**src/rtl/serial_add_seq.sv**
```systemverilog
// Bit-serial add/subtract sequencer: one full-adder cell time-shared across
// WIDTH bits, LSB first, one bit per clock, with a one-cycle done pulse.
module serial_add_seq #(
  parameter int WIDTH = 8
) (
  input  logic             clk,
  input  logic             rst,
  input  logic             start,
  input  logic             sub,
  input  logic [WIDTH-1:0] a,
  input  logic [WIDTH-1:0] b,
  output logic             busy,
  output logic             done,
  output logic [WIDTH-1:0] result,
  output logic             cout,
  output logic             ovf
);

  localparam int CW = (WIDTH > 1) ? $clog2(WIDTH) : 1;

  localparam logic [1:0] IDLE = 2'd0;
  localparam logic [1:0] RUN  = 2'd1;
  localparam logic [1:0] DONE = 2'd2;

  localparam logic [CW-1:0] LAST = CW'(WIDTH - 1);

  logic [1:0]       state_q, state_d;
  logic [WIDTH-1:0] ra_q, ra_d;
  logic [WIDTH-1:0] rb_q, rb_d;
  logic [WIDTH-1:0] res_q, res_d;
  logic [CW-1:0]    cnt_q, cnt_d;
  logic             sub_q, sub_d;
  logic             c_q, c_d;
  logic             cout_q, cout_d;
  logic             ovf_q, ovf_d;

  logic cell_x, cell_y, cell_s, cell_co;

  // Shared full-adder cell; B is inverted for subtract, carry-in comes from c_q
  always_comb begin
    cell_x  = ra_q[0];
    cell_y  = rb_q[0] ^ sub_q;
    cell_s  = cell_x ^ cell_y ^ c_q;
    cell_co = (cell_x & cell_y) | (cell_x & c_q) | (cell_y & c_q);
  end

  always_comb begin
    state_d = state_q;
    ra_d    = ra_q;
    rb_d    = rb_q;
    res_d   = res_q;
    cnt_d   = cnt_q;
    sub_d   = sub_q;
    c_d     = c_q;
    cout_d  = cout_q;
    ovf_d   = ovf_q;

    case (state_q)
      RUN: begin
        res_d = {cell_s, res_q[WIDTH-1:1]};
        ra_d  = ra_q >> 1;
        rb_d  = rb_q >> 1;
        c_d   = cell_co;
        cnt_d = cnt_q + 1'b1;
        if (cnt_q == LAST) begin
          // c_q here is the carry into the MSB
          cout_d  = cell_co;
          ovf_d   = c_q ^ cell_co;
          state_d = DONE;
        end
      end
      IDLE, DONE: begin
        if (start) begin
          ra_d    = a;
          rb_d    = b;
          sub_d   = sub;
          c_d     = sub;
          cnt_d   = '0;
          state_d = RUN;
        end else begin
          state_d = IDLE;
        end
      end
      default: state_d = IDLE;
    endcase
  end

  always_ff @(posedge clk) begin
    if (rst) begin
      state_q <= IDLE;
      ra_q    <= '0;
      rb_q    <= '0;
      res_q   <= '0;
      cnt_q   <= '0;
      sub_q   <= 1'b0;
      c_q     <= 1'b0;
      cout_q  <= 1'b0;
      ovf_q   <= 1'b0;
    end else begin
      state_q <= state_d;
      ra_q    <= ra_d;
      rb_q    <= rb_d;
      res_q   <= res_d;
      cnt_q   <= cnt_d;
      sub_q   <= sub_d;
      c_q     <= c_d;
      cout_q  <= cout_d;
      ovf_q   <= ovf_d;
    end
  end

  assign busy   = (state_q == RUN);
  assign done   = (state_q == DONE);
  assign result = res_q;
  assign cout   = cout_q;
  assign ovf    = ovf_q;

endmodule
```
**config.mk**
```make
export PLATFORM = sky130hd
export DESIGN_NAME = serial_add_seq
export DESIGN_NICKNAME = d
export VERILOG_FILES = /design/src/rtl/serial_add_seq.sv
export SDC_FILE = /design/constraint.sdc
export NUM_CORES = 1
export LEC_CHECK = 0
export CAP_MARGIN = 20
export CORE_MARGIN = 2
export CORE_UTILIZATION = 40
export CTS_CLUSTER_SIZE = 12
export DETAILED_ROUTE_END_ITERATION = 6
export DONT_BUFFER_PORTS = 1
export GPL_TIMING_DRIVEN = 0
export PLACE_DENSITY = 0.59
export SLEW_MARGIN = 0
export SYNTH_ARGS = -nofsm -noshare
export SYNTH_HDL_FRONTEND = slang
export SYNTH_SLANG_ARGS = --single-unit
export TNS_END_PERCENT = 50
```
**constraint.sdc**
```tcl
create_clock -name clk -period 1.35 [get_ports clk]
set_input_delay 0.0675 -clock clk [delete_from_list [all_inputs] [get_ports clk]]
set_output_delay 0.0675 -clock clk [all_outputs]
set_load 0.005 [all_outputs]
```
Word level (Yosys, flattened, before mapping)
Index checks and enable logic that the tools add are counted.

storage, ports and cells
  memories kept = 0
  bits of input ports = 20
  output and inout port bits = 12
  ROM bits = 0
  logic and storage cells = 41
  bits in latches = 0
  bits in writable memories = 0
  flip-flop bits (word level) = 33

operators by class
  $lt $le $gt $ge = 0
  equality and inequality tests = 5
  add/sub/neg operators = 1
  $mul = 0
  mux-type cells = 11
  bitwise logic cells = 9
  shift-type cells = 0
  reductions and logical operators = 6
  div/mod/pow operators = 0

operators by type and width
  kind                 count
  $pmux 8 s2           2
  $mux 8               2
  $pmux 3 s2           1
  $reduce_and 2->1     3
  $pmux 2 s2           1
  $xor 1x1->1          4
  $add 3x1->3 const B  1
  $and 1x1->1          3
  $eq 3x3->1 const B   1
  $mux 3               1
  $eq 2x1->1 const B   1
  $eq 2x2->1 const B   1
  $logic_not 2->1      1
  $mux 1               2
  $mux 2               1
  $ne 2x1->1 const B   1
  $ne 2x2->1 const B   1
  $or 1x1->1           2
  $pmux 1 s2           1
  $reduce_bool 2->1    1
  $reduce_or 2->1      1

Longest topological paths before layout
Gate-level depths: netlist of run 1.

  depth after elaboration = 5
  mapped depth = 6
  mapped depth without buffers = 5

Worst setup path before layout of run 1
No wires, ideal clock.

  path kind = flip-flop to flip-flop
  from = register rb_q[0]
  to = register ovf_q (netlist: ovf)
  data arrival time = 1.195 ns
  required time = 1.279 ns
  cell stages (with the launch flop) = 6
  setup slack = 0.085 ns
  path buffers = 0
  period minus slack after synthesis = 1.265 ns
  setup time = 0.071 ns
  cells stage by stage = dfxtp_1 xnor2_1 fa_1 xnor2_1 nand3_1 a21oi_1

between the ends
  word-level cells in the longest chain between the ends = 5
  elaborated cells between the ends (all ways) = 6
  those cells by class = bitwise (6)

RTL lines
  what                    RTL line  source
  start, declared         29        logic [WIDTH-1:0] rb_q, rb_d;
  start signal, assigned  102       rb_q <= rb_d;
  $xor 1x1->1 *           42        cell_y = rb_q[0] ^ sub_q;
  $and 1x1->1             44        cell_co = (cell_x & cell_y) | (cell_x & c_q) | (cell_y & c_q);
  $or 1x1->1              44
  $or 1x1->1 *            44
  $xor 1x1->1 *           68        ovf_d = c_q ^ cell_co;
  end signal, assigned    108       ovf_q <= ovf_d;
  end, declared           35        logic ovf_q, ovf_d;

Mark *: on every way between the ends. The rest lies on a longest branch, timed or not.
A chain may end at the register's enable or synchronous reset.

Final worst setup path of run 1
  from = register rb_q[0]
  to = register cout_q (netlist: cout)

between the ends
  word-level cells in the longest chain between the ends = 4
  elaborated cells between the ends (all ways) = 5
  those cells by class = bitwise (5)

RTL lines
  what                  RTL line  source
  $xor 1x1->1 *         42
  $and 1x1->1           44
  $or 1x1->1            44
  $or 1x1->1 *          44
  end signal, assigned  107       cout_q <= cout_d;
  end, declared         34        logic cout_q, cout_d;

Marked as above.

==> impl_metrics.tcl, run 1 <==
set metrics [dict create \
    post-route-drc-count 0 \
    grt_pass1_wl_mm 4.95 \
    ys_types 31 \
    leakagePower_nw 0.622 \
    rrSetupSlack_ns 0.04 \
    cp.required_ns 1.54 \
    synthCells 158 \
    clkTransAtPathRegs_ns 0.06 \
    placed_cell_area_mm2 0.00163 \
    multiInputGateArea_um2 786 \
    numCtsBuffers 5 \
    n_fill_cell 353 \
    setup_tns_ns 0 \
    htree_num_levels 2 \
    grt_overflow_total 0 \
    cts_tree "yes" \
    grt_max_degree 11 \
    antenna_found_initial 0 \
    end_kind "register" \
    syn2layout_area_growth_pct 11.4 \
    path_max_fanout 3 \
    instances_no_fill 215 \
    die_w_um 66.6 \
    pin_count 32 \
    cp_slowest_cell "fa_2" \
    crit_arrival_ns 1.50 \
    yosysSeqAreaShare 0.422 \
    regArea_um2 666 \
    whs_path_depth 2 \
    final_area_mm2 0.00175 \
    synthArstFlopShare 0 \
    rows 22 \
    reg2regPathDepth 4 \
    finClkSkew_ns 0.00469 \
    worst-setup-path-type "reg2reg" \
    synth_commonest_cells "dfxtp_1 (33), nand2_1 (20), mux2i_1 (16)" \
    setup_viol 0 \
    dr.pass1.iters 4 \
    slowest_delay_ns 0.39 \
    crit_buf_inv 1 \
    synth.most_common_cell "dfxtp_1" \
    ys.flop_type "dfxtp_1" \
    gp_congestion 0.730 \
    post-place-ws_ns -0.0802 \
    max_cap_violations 0 \
    path_delay_family "adder cells" \
    worstSkewPairLatency_ns 0.28 \
    hold_viol_final 0 \
    port_buffers 0 \
    clk_path_buf_depth 2 \
    dr_total_vias 1123 \
    hp-class "in2reg" \
    clockRootBuffer "clkbuf_8" \
    status "completed" \
    worst_slew_margin_rel 0.581 \
    antenna_cells 0 \
    first_iter_violations 23 \
    timing.rr.start "rb_q[0]" \
    p_per_area_mw_per_mm2 1260 \
    postRouteAntennaNets 0 \
    viasPerCell 5.22 \
    syn_area_mm2 0.00157 \
    drt-wirelength-per-cell_um 14.3 \
    layout_setup_ws_ns 0.0407 \
    post-route-period-util 0.970 \
    core_mm2 0.00372 \
    syn_area_per_cell_um2 9.91 \
    tightest_slew_ns 0.629 \
    dp.cells 206 \
    min_period_ns 1.31 \
    die_h_um 66.6 \
    syn_nets 181 \
    dp_hpwl_mm 2.31 \
    yosys_warnings 0 \
    hold_end "rb_q[5]" \
    grt_pass1_vias 1114 \
    rsz0062_at_grt "yes" \
    start_util 0.422 \
    peakVddDrop_mv 0.524 \
    grt_usage 0.152 \
    synth_top_area_cell "dfxtp_1" \
    synthTopCellsByArea "dfxtp_1 (42%), mux2i_1 (10%), a211oi_2 (8.0%)" \
    drv_slew 0 \
    critPathLaunchType "register" \
    ys_ff_latch 33 \
    crit_chain "xnor2_1, fa_2, buf_4, a311oi_2" \
    wl_mm 3.08 \
    hp-start "b[5]" \
    fin_nets 190 \
    cts_num_sinks 33 \
    yosysTopAreaCellShare 0.422 \
    r2r-end "cout" \
    fmax_ghz 0.764 \
    synth_edf_count 0 \
    layout-drive-gt1-share 0.251 \
    die-area_mm2 0.00443 \
]
## worst max-delay path by stage
stage	cells after the start	from	end	slack (ns)
finish	4	rb_q[0]	cout	0.04
global route	5	rb_q[0]	ovf	-0.002
CTS	5	rb_q[0]	ovf	0.02
detailed placement	5	ra_q[0]	ovf	-0.08
global placement	5	ra_q[0]	ovf	-0.04
floorplan	5	rb_q[0]	ovf	0.08
## metrics by stage
stage / hold WS [ns] / utilization / total power [mW]
after floorplan: 0.203 / - / 1.41
after global placement: 0.212 / 0.438 / 1.46
after detailed placement: 0.220 / 0.438 / 1.48
after CTS: 0.0201 / 0.467 / 2.23
after global routing: 0.0352 / 0.470 / 2.32
final: 0.0238 / 0.470 / 2.21
## cell families after synthesis
kind of cell    share of synthesized area
mux                                 0.102
buf+inv                            0.0831
flops                               0.422
xor+xnor                           0.0112
compound gates                      0.185
simple gates                        0.169
fa+ha+maj                          0.0288
## layout make-up
class / instances / share of cell area
buffer: 14 / 0.0667
multi-input combinational: 108 / 0.450
inverter: 3 / 0.00789
timing repair buffer: 2 / 0.0100
clock buffer: 7 / 0.0495
tap: 48 / 0.0344
sequential: 33 / 0.381
## sequential cells by signal, indices dropped and copies added, names as in the netlist
register and flops:
cnt_q 3, state_q 2, cout 1, sub_q 1, rb_q 8, ovf 1, result 8, ra_q 8
c_q 1
## where the power goes
| part | total (mW) | internal, mW | leakage (nW) | switching, mW |
|---|---|---|---|---|
| Clock | 0.734 | 0.404 | 0.0443 | 0.330 |
| Sequential | 1.08 | 1.04 | 0.272 | 0.0414 |
| Combinational | 0.387 | 0.183 | 0.305 | 0.205 |
## cell usage in the layout, fill, tap and decap left out, drive strengths merged, types with 5 or more instances in the layout
master	count
nand2	21
nor3	14
clkbuf	11
a21oi	14
nor2	5
dfxtp	33
a211oi	15
mux2i	16
nand3	7
buf	11
## layer usage
metal / share of wire / wire length (um) / vias up / global-route usage
met4: 0.018 / 54 / 0 / 0.0612
met3: 0.062 / 192 / 5 / 0.0625
met2: 0.51 / 1580 / 25 / 0.283
li1: - / - / 570 / -
met1: 0.41 / 1250 / 523 / 0.148
met5: 0 / 0 / - / 0
## what timing repair did
action                                 4_1_cts  5_1_grt
resized for setup                            2        4
pin swaps                                    1        2
hold buffers                                 1        0
setup buffers                                1        0
setup endpoints to repair                    2        1
endpoints found under the hold margin        1        0
(Power assumes the default switching activity.)
==> run 2, diff against run 1 <==
BUFFER_PORTS_ARGS = -buffer_cell sky130_fd_sc_hd__buf_4   (was not set)
DONT_BUFFER_PORTS = not set   (was 1)
MAX_ROUTING_LAYER = met4   (was not set)
PLACE_DENSITY = 0.67   (was 0.59)
==> run 2 against run 1 <==
Effect of this change:
- combinational power is 17% higher
- power is 12% higher
- largest cell class unchanged
- register-to-register slack got worse by 0.03 ns
==> impl_metrics.tcl, run 2 (synthesis results as in run 1) <==
set metrics [dict create \
    status "completed" \
    first_iter_violations 54 \
    grt_pass1_vias 1265 \
    critPathLaunchType "register" \
    combPwrFrac 0.183 \
    layout-drive-gt1-share 0.371 \
    setup_viol 0 \
    worst-setup-path-type "reg2reg" \
    finClkSkew_ns 0.0122 \
    grt_overflow_total 0 \
    postRouteAntennaNets 0 \
    die-area_mm2 0.00443 \
    viasPerCell 5.11 \
    numCtsBuffers 5 \
    n_fill_cell 337 \
    fmax_ghz 0.746 \
    end_kind "register" \
    rows 22 \
    swShare 0.265 \
    post-route-drc-count 0 \
    final_util 0.538 \
    rsz0062_at_grt "yes" \
    leakagePower_nw 0.783 \
    clk_path_buf_depth 2 \
    cp_slowest_cell "fa_2" \
    hold_buffers 0 \
    crit_start "rb_q[0]" \
    core_mm2 0.00372 \
    hp-start "rst" \
    final_common_cell "buf_4" \
    post-route-period-util 0.993 \
    dp_hpwl_mm 2.42 \
    crit_arrival_ns 1.55 \
    crit_chain "xnor2_2, fa_2, xnor2_2, nand3_1, a21oi_1" \
    gp_congestion 0.772 \
    slowest_delay_ns 0.40 \
    hold_viol_final 0 \
    fin_nets 219 \
    antenna_cells 0 \
    peakVddDrop_mv 0.567 \
    clkTransAtPathRegs_ns 0.08 \
    dr_total_vias 1252 \
    p_per_area_mw_per_mm2 1240 \
    hp-class "in2reg" \
    grt_usage 0.170 \
    syn2layout_area_growth_pct 27.7 \
    htree_num_levels 2 \
    grt_max_degree 13 \
    clockRootBuffer "clkbuf_8" \
    port_buffers 30 \
    grt_pass1_wl_mm 5.46 \
    dr.pass1.iters 4 \
    worst_slew_margin_rel 0.596 \
    max_cap_violations 0 \
    wl_mm 3.26 \
    clock_power_share 0.380 \
    timing.rr.start "rb_q[0]" \
    final_cell_mix "buf_4 (32), dfxtp_1 (31), nand2_1 (20)" \
    start_util 0.422 \
    worstSkewPairLatency_ns 0.29 \
    die_h_um 66.6 \
    cp.required_ns 1.56 \
    pin_count 32 \
    cts_num_sinks 33 \
    path_max_fanout 3 \
    power_switching_mw 0.656 \
    min_period_ns 1.34 \
    tightest_slew_ns 0.607 \
    hold_ws_ns 0.0209 \
    antenna_found_initial 0 \
    crit_path_frequent_cell "xnor2_2" \
    drt-wirelength-per-cell_um 13.3 \
    cts_tree "yes" \
    power.internal_mw 1.82 \
    die_w_um 66.6 \
    power_frac_seq 0.437 \
    drv_slew 0 \
]
## run 2: power by group through the flow
| stage | registers (mW) | clock network [mW] | logic (mW) |
|---|---|---|---|
| 6_report | 1.08 | 0.943 | 0.452 |
| 5_1_grt | 1.09 | 1.00 | 0.497 |
| 4_1_cts | 1.08 | 0.955 | 0.441 |
| 3_5_place_dp | 1.10 | 0 | 0.435 |
| 3_3_place_gp | 1.10 | 0 | 0.421 |
| 2_1_floorplan | 1.09 | 0 | 0.321 |
## run 2: worst max-delay path: cells and delay by family (launching register included)
family,cells,cell delay (ns)
compound gates,1,0.13
xor+xnor,2,0.29
fa+ha+maj,1,0.40
flops,1,0.34
simple gates,1,0.10
## run 2: routing by layer
metal / GRT usage / vias up / routed length (um)
li1: - / 636 / -
met1: 0.186 / 592 / 1480
met2: 0.291 / 20 / 1610
met3: 0.0524 / 4 / 129
met4: 0.0612 / 0 / 37
met5: - / - / 0
## run 2: per-stage QoR
stage	power, mW	TNS (ns)	cells	area, um^2	setup slack (ns)
after floorplan	1.41	0	158	1570	0.0846
after global placement	1.52	-0.0239	236	1850	-0.0239
after detailed placement	1.54	-0.00820	236	1850	-0.00820
after CTS	2.48	0	244	1970	0.00877
after global routing	2.59	-0.0924	245	2000	-0.0528
final	2.48	0	245	2000	0.00973
## run 2: path summary, 6_finish.rpt
check,endpoint,slack (ns),cells past startpoint
worst max-delay path,ovf,0.01,5
worst min-delay path,cout,0.02,2
worst max register to register,ovf,0.01,5
worst min register to register,result[0],0.47,2
## run 2: cell type report
type                    instances  area (um^2)  area share
plain buffers                  14          119      0.0594
well taps                      48         60.1      0.0300
multi-input cells             108          793       0.396
flip-flops and latches         33          663       0.331
clock buffers                   5         68.8      0.0344
repair buffers                 31          236       0.118
inverters                       3         13.8     0.00688
clock inverters                 3         46.3      0.0231
## run 2: repair_timing
item                       CTS  global route
pin swaps                    0             2
gates resized for setup      2             5
buffers inserted             0             1
setup endpoints to repair    2             1
hold endpoints to repair     0             0
==> run 3, diff against run 2 <==
CORE_ASPECT_RATIO = 0.5   (was not set)
CORE_MARGIN = not set   (was 2)
==> run 3 against run 2 <==
Effect of this change:
- via count rose by 0.96%
- global-route usage is 0.91 points higher
- clock-buffer cell count increased by 2
- design area fell by 1.4%
- utilization up 1.2 points
- clock power fell by 12%
- critical path depth unchanged
- combinational power down 4%
- hold slack improved by 0.0023 ns
- first-iteration DRC count rose by 1.9%
- sequential share of layout area is 0.48 points higher
- register-to-register slack better by 0.06 ns
- critical path type unchanged
- largest cell class unchanged
==> impl_metrics.tcl, run 3 (synthesis results as in run 1) <==
set metrics [dict create \
    worst-setup-path-type "reg2reg" \
    use_met1 0.211 \
    cp.required_ns 1.58 \
    slowest_delay_ns 0.38 \
    layout-drive-gt1-share 0.362 \
    cts_num_sinks 33 \
    power_switching_mw 0.629 \
    grt_pass1_vias 1166 \
    postRouteAntennaNets 0 \
    die_h_um 46.3 \
    end_kind "register" \
    port_buffers 30 \
    cts_tree "yes" \
    viasPerCell 5.12 \
    rrSetupSlack_ns 0.07 \
    grt_usage 0.179 \
    met3_usage 0.0512 \
    dp_hpwl_mm 2.25 \
    pin_count 32 \
    p_per_area_mw_per_mm2 1190 \
    wl_mm 3.20 \
    n_fill_cell 327 \
    clockRootBuffer "clkbuf_8" \
    power_frac_seq 0.460 \
    drv_slew 0 \
    gp_congestion 0.743 \
    cp_slowest_cell "fa_2" \
    post-route-drc-count 0 \
    whs_path_depth 2 \
    path_delay_family "adder cells" \
    clk_path_buf_depth 2 \
    die-area_mm2 0.00419 \
    hp-start "rst" \
    critPathLaunchType "register" \
    start_util 0.437 \
    clkTransAtPathRegs_ns 0.07 \
    multiInputGateArea_um2 782 \
    drt-wirelength-per-cell_um 13.0 \
    syn2layout_area_growth_pct 25.9 \
    setup_viol 0 \
    finalPower_mw 2.35 \
    rsz0062_at_grt "no" \
    hold_end "cout" \
    swShare 0.268 \
    grt_pass1_wl_mm 5.35 \
    finClkSkew_ns 0.00268 \
    crit_path_frequent_cell "xnor2_1" \
    final_cell_mix "buf_4 (31), dfxtp_1 (31), nand2_1 (20)" \
    timing.rr.start "rb_q[0]" \
    r2r-end "ovf" \
    core_mm2 0.00358 \
    die_w_um 90.5 \
    max_cap_violations 0 \
    hp-class "in2reg" \
    min_period_ns 1.28 \
    fin_nets 218 \
    status "completed" \
    leakagePower_nw 0.768 \
    grtUsageMet2 0.283 \
    crit_arrival_ns 1.51 \
    tightest_slew_ns 0.597 \
    reg2regPathDepth 5 \
    crit_buf_inv 0 \
    numCtsBuffers 5 \
    antenna_cells 0 \
    setup_tns_ns 0 \
    first_iter_violations 55 \
    rows 15 \
    power.internal_mw 1.72 \
    path_max_fanout 3 \
    regArea_um2 663 \
    grt_max_degree 11 \
    htree_num_levels 2 \
    fmax_ghz 0.780 \
    antenna_found_initial 0 \
    grt_overflow_total 0 \
    post_cts_buffers 0 \
    post-route-period-util 0.949 \
    worstSkewPairLatency_ns 0.29 \
    worst_slew_margin_rel 0.602 \
    hold_viol_final 0 \
    peakVddDrop_mv 0.481 \
    clock_power_share 0.355 \
    dr.pass1.iters 4 \
    dr_total_vias 1264 \
    gr-max-usage-layer "met2" \
    crit_chain "xnor2_1, fa_2, xnor2_1, nand3_1, a21oi_2" \
    combPwrFrac 0.185 \
]
==> run 3: cell types whose count changed in the layout (fill, tap and decap cells not counted) <==
| cell | change |
|---|---|
| clkbuf_8 | +2 |
| xnor2_1 | +2 |
| xnor2_2 | -2 |
| a21oi_1 | -1 |
| a21oi_2 | +1 |
| buf_4 | -1 |
| bufinv_16 | -1 |
| clkinv_2 | +1 |
| clkinv_4 | -1 |
| clkinvlp_4 | -1 |
==> run 3: worst reg2reg max path, stage by stage, from the launching register on <==
cell and delay (ns):
dfxtp_1 0.33, xnor2_1 0.14, fa_2 0.38, xnor2_1 0.14, nand3_1 0.11, a21oi_2 0.13
==> run 3: what timing repair did <==
action                     in CTS  in global routing
gates resized for setup         3                  3
setup endpoints to repair       2                  2
hold buffers                    0                  0
cloned                          0                  0
pin swaps                       0                  2
==> run 3: worst max path at each step <==
| stage | start | end | depth (start not counted) |
|---|---|---|---|
| 6_report | rb_q[0] | ovf | 5 |
| 5_1_grt | rb_q[0] | ovf | 5 |
| 4_1_cts | rb_q[0] | ovf | 5 |
| 3_5_place_dp | c_q | ovf | 5 |
| 3_3_place_gp | rb_q[0] | ovf | 5 |
| 2_1_floorplan | rb_q[0] | ovf | 5 |
==> run 3: metal layers <==
metal,wire (um),share of wire
met4,76,0.024
met5,0,0
met1,1570,0.49
met3,159,0.050
met2,1400,0.44
==> run 3: layout make-up <==
cell class                 count  area share
buffer                        14      0.0622
timing repair buffer          30       0.114
multi-input combinational    108       0.397
inverter                       3     0.00698
tap                           51      0.0324
clock buffer                   7      0.0489
clock inverter                 1     0.00254
sequential                    33       0.336
==> run 3: power groups by stage <==
stage	Sequential, mW	Clock (mW)	Combinational (mW)
2_1_floorplan	1.09	0	0.321
3_3_place_gp	1.10	0	0.424
3_5_place_dp	1.10	0	0.430
4_1_cts	1.08	0.852	0.435
5_1_grt	1.09	0.887	0.479
6_report	1.08	0.833	0.435
==> run 3: stage by stage <==
step | hold WS [ns] | setup slack, ns | area, um^2 | util | instances
4_1_cts | 0.0157 | 0.0513 | 1960 | 0.548 | 247
3_3_place_gp | 0.325 | 0.00812 | 1860 | 0.518 | 239
3_5_place_dp | 0.324 | -0.00544 | 1860 | 0.518 | 239
2_1_floorplan | 0.203 | 0.0846 | 1570 | - | 158
5_1_grt | 0.0386 | 0.00485 | 1970 | 0.550 | 247
6_report | 0.0232 | 0.0686 | 1970 | 0.550 | 247
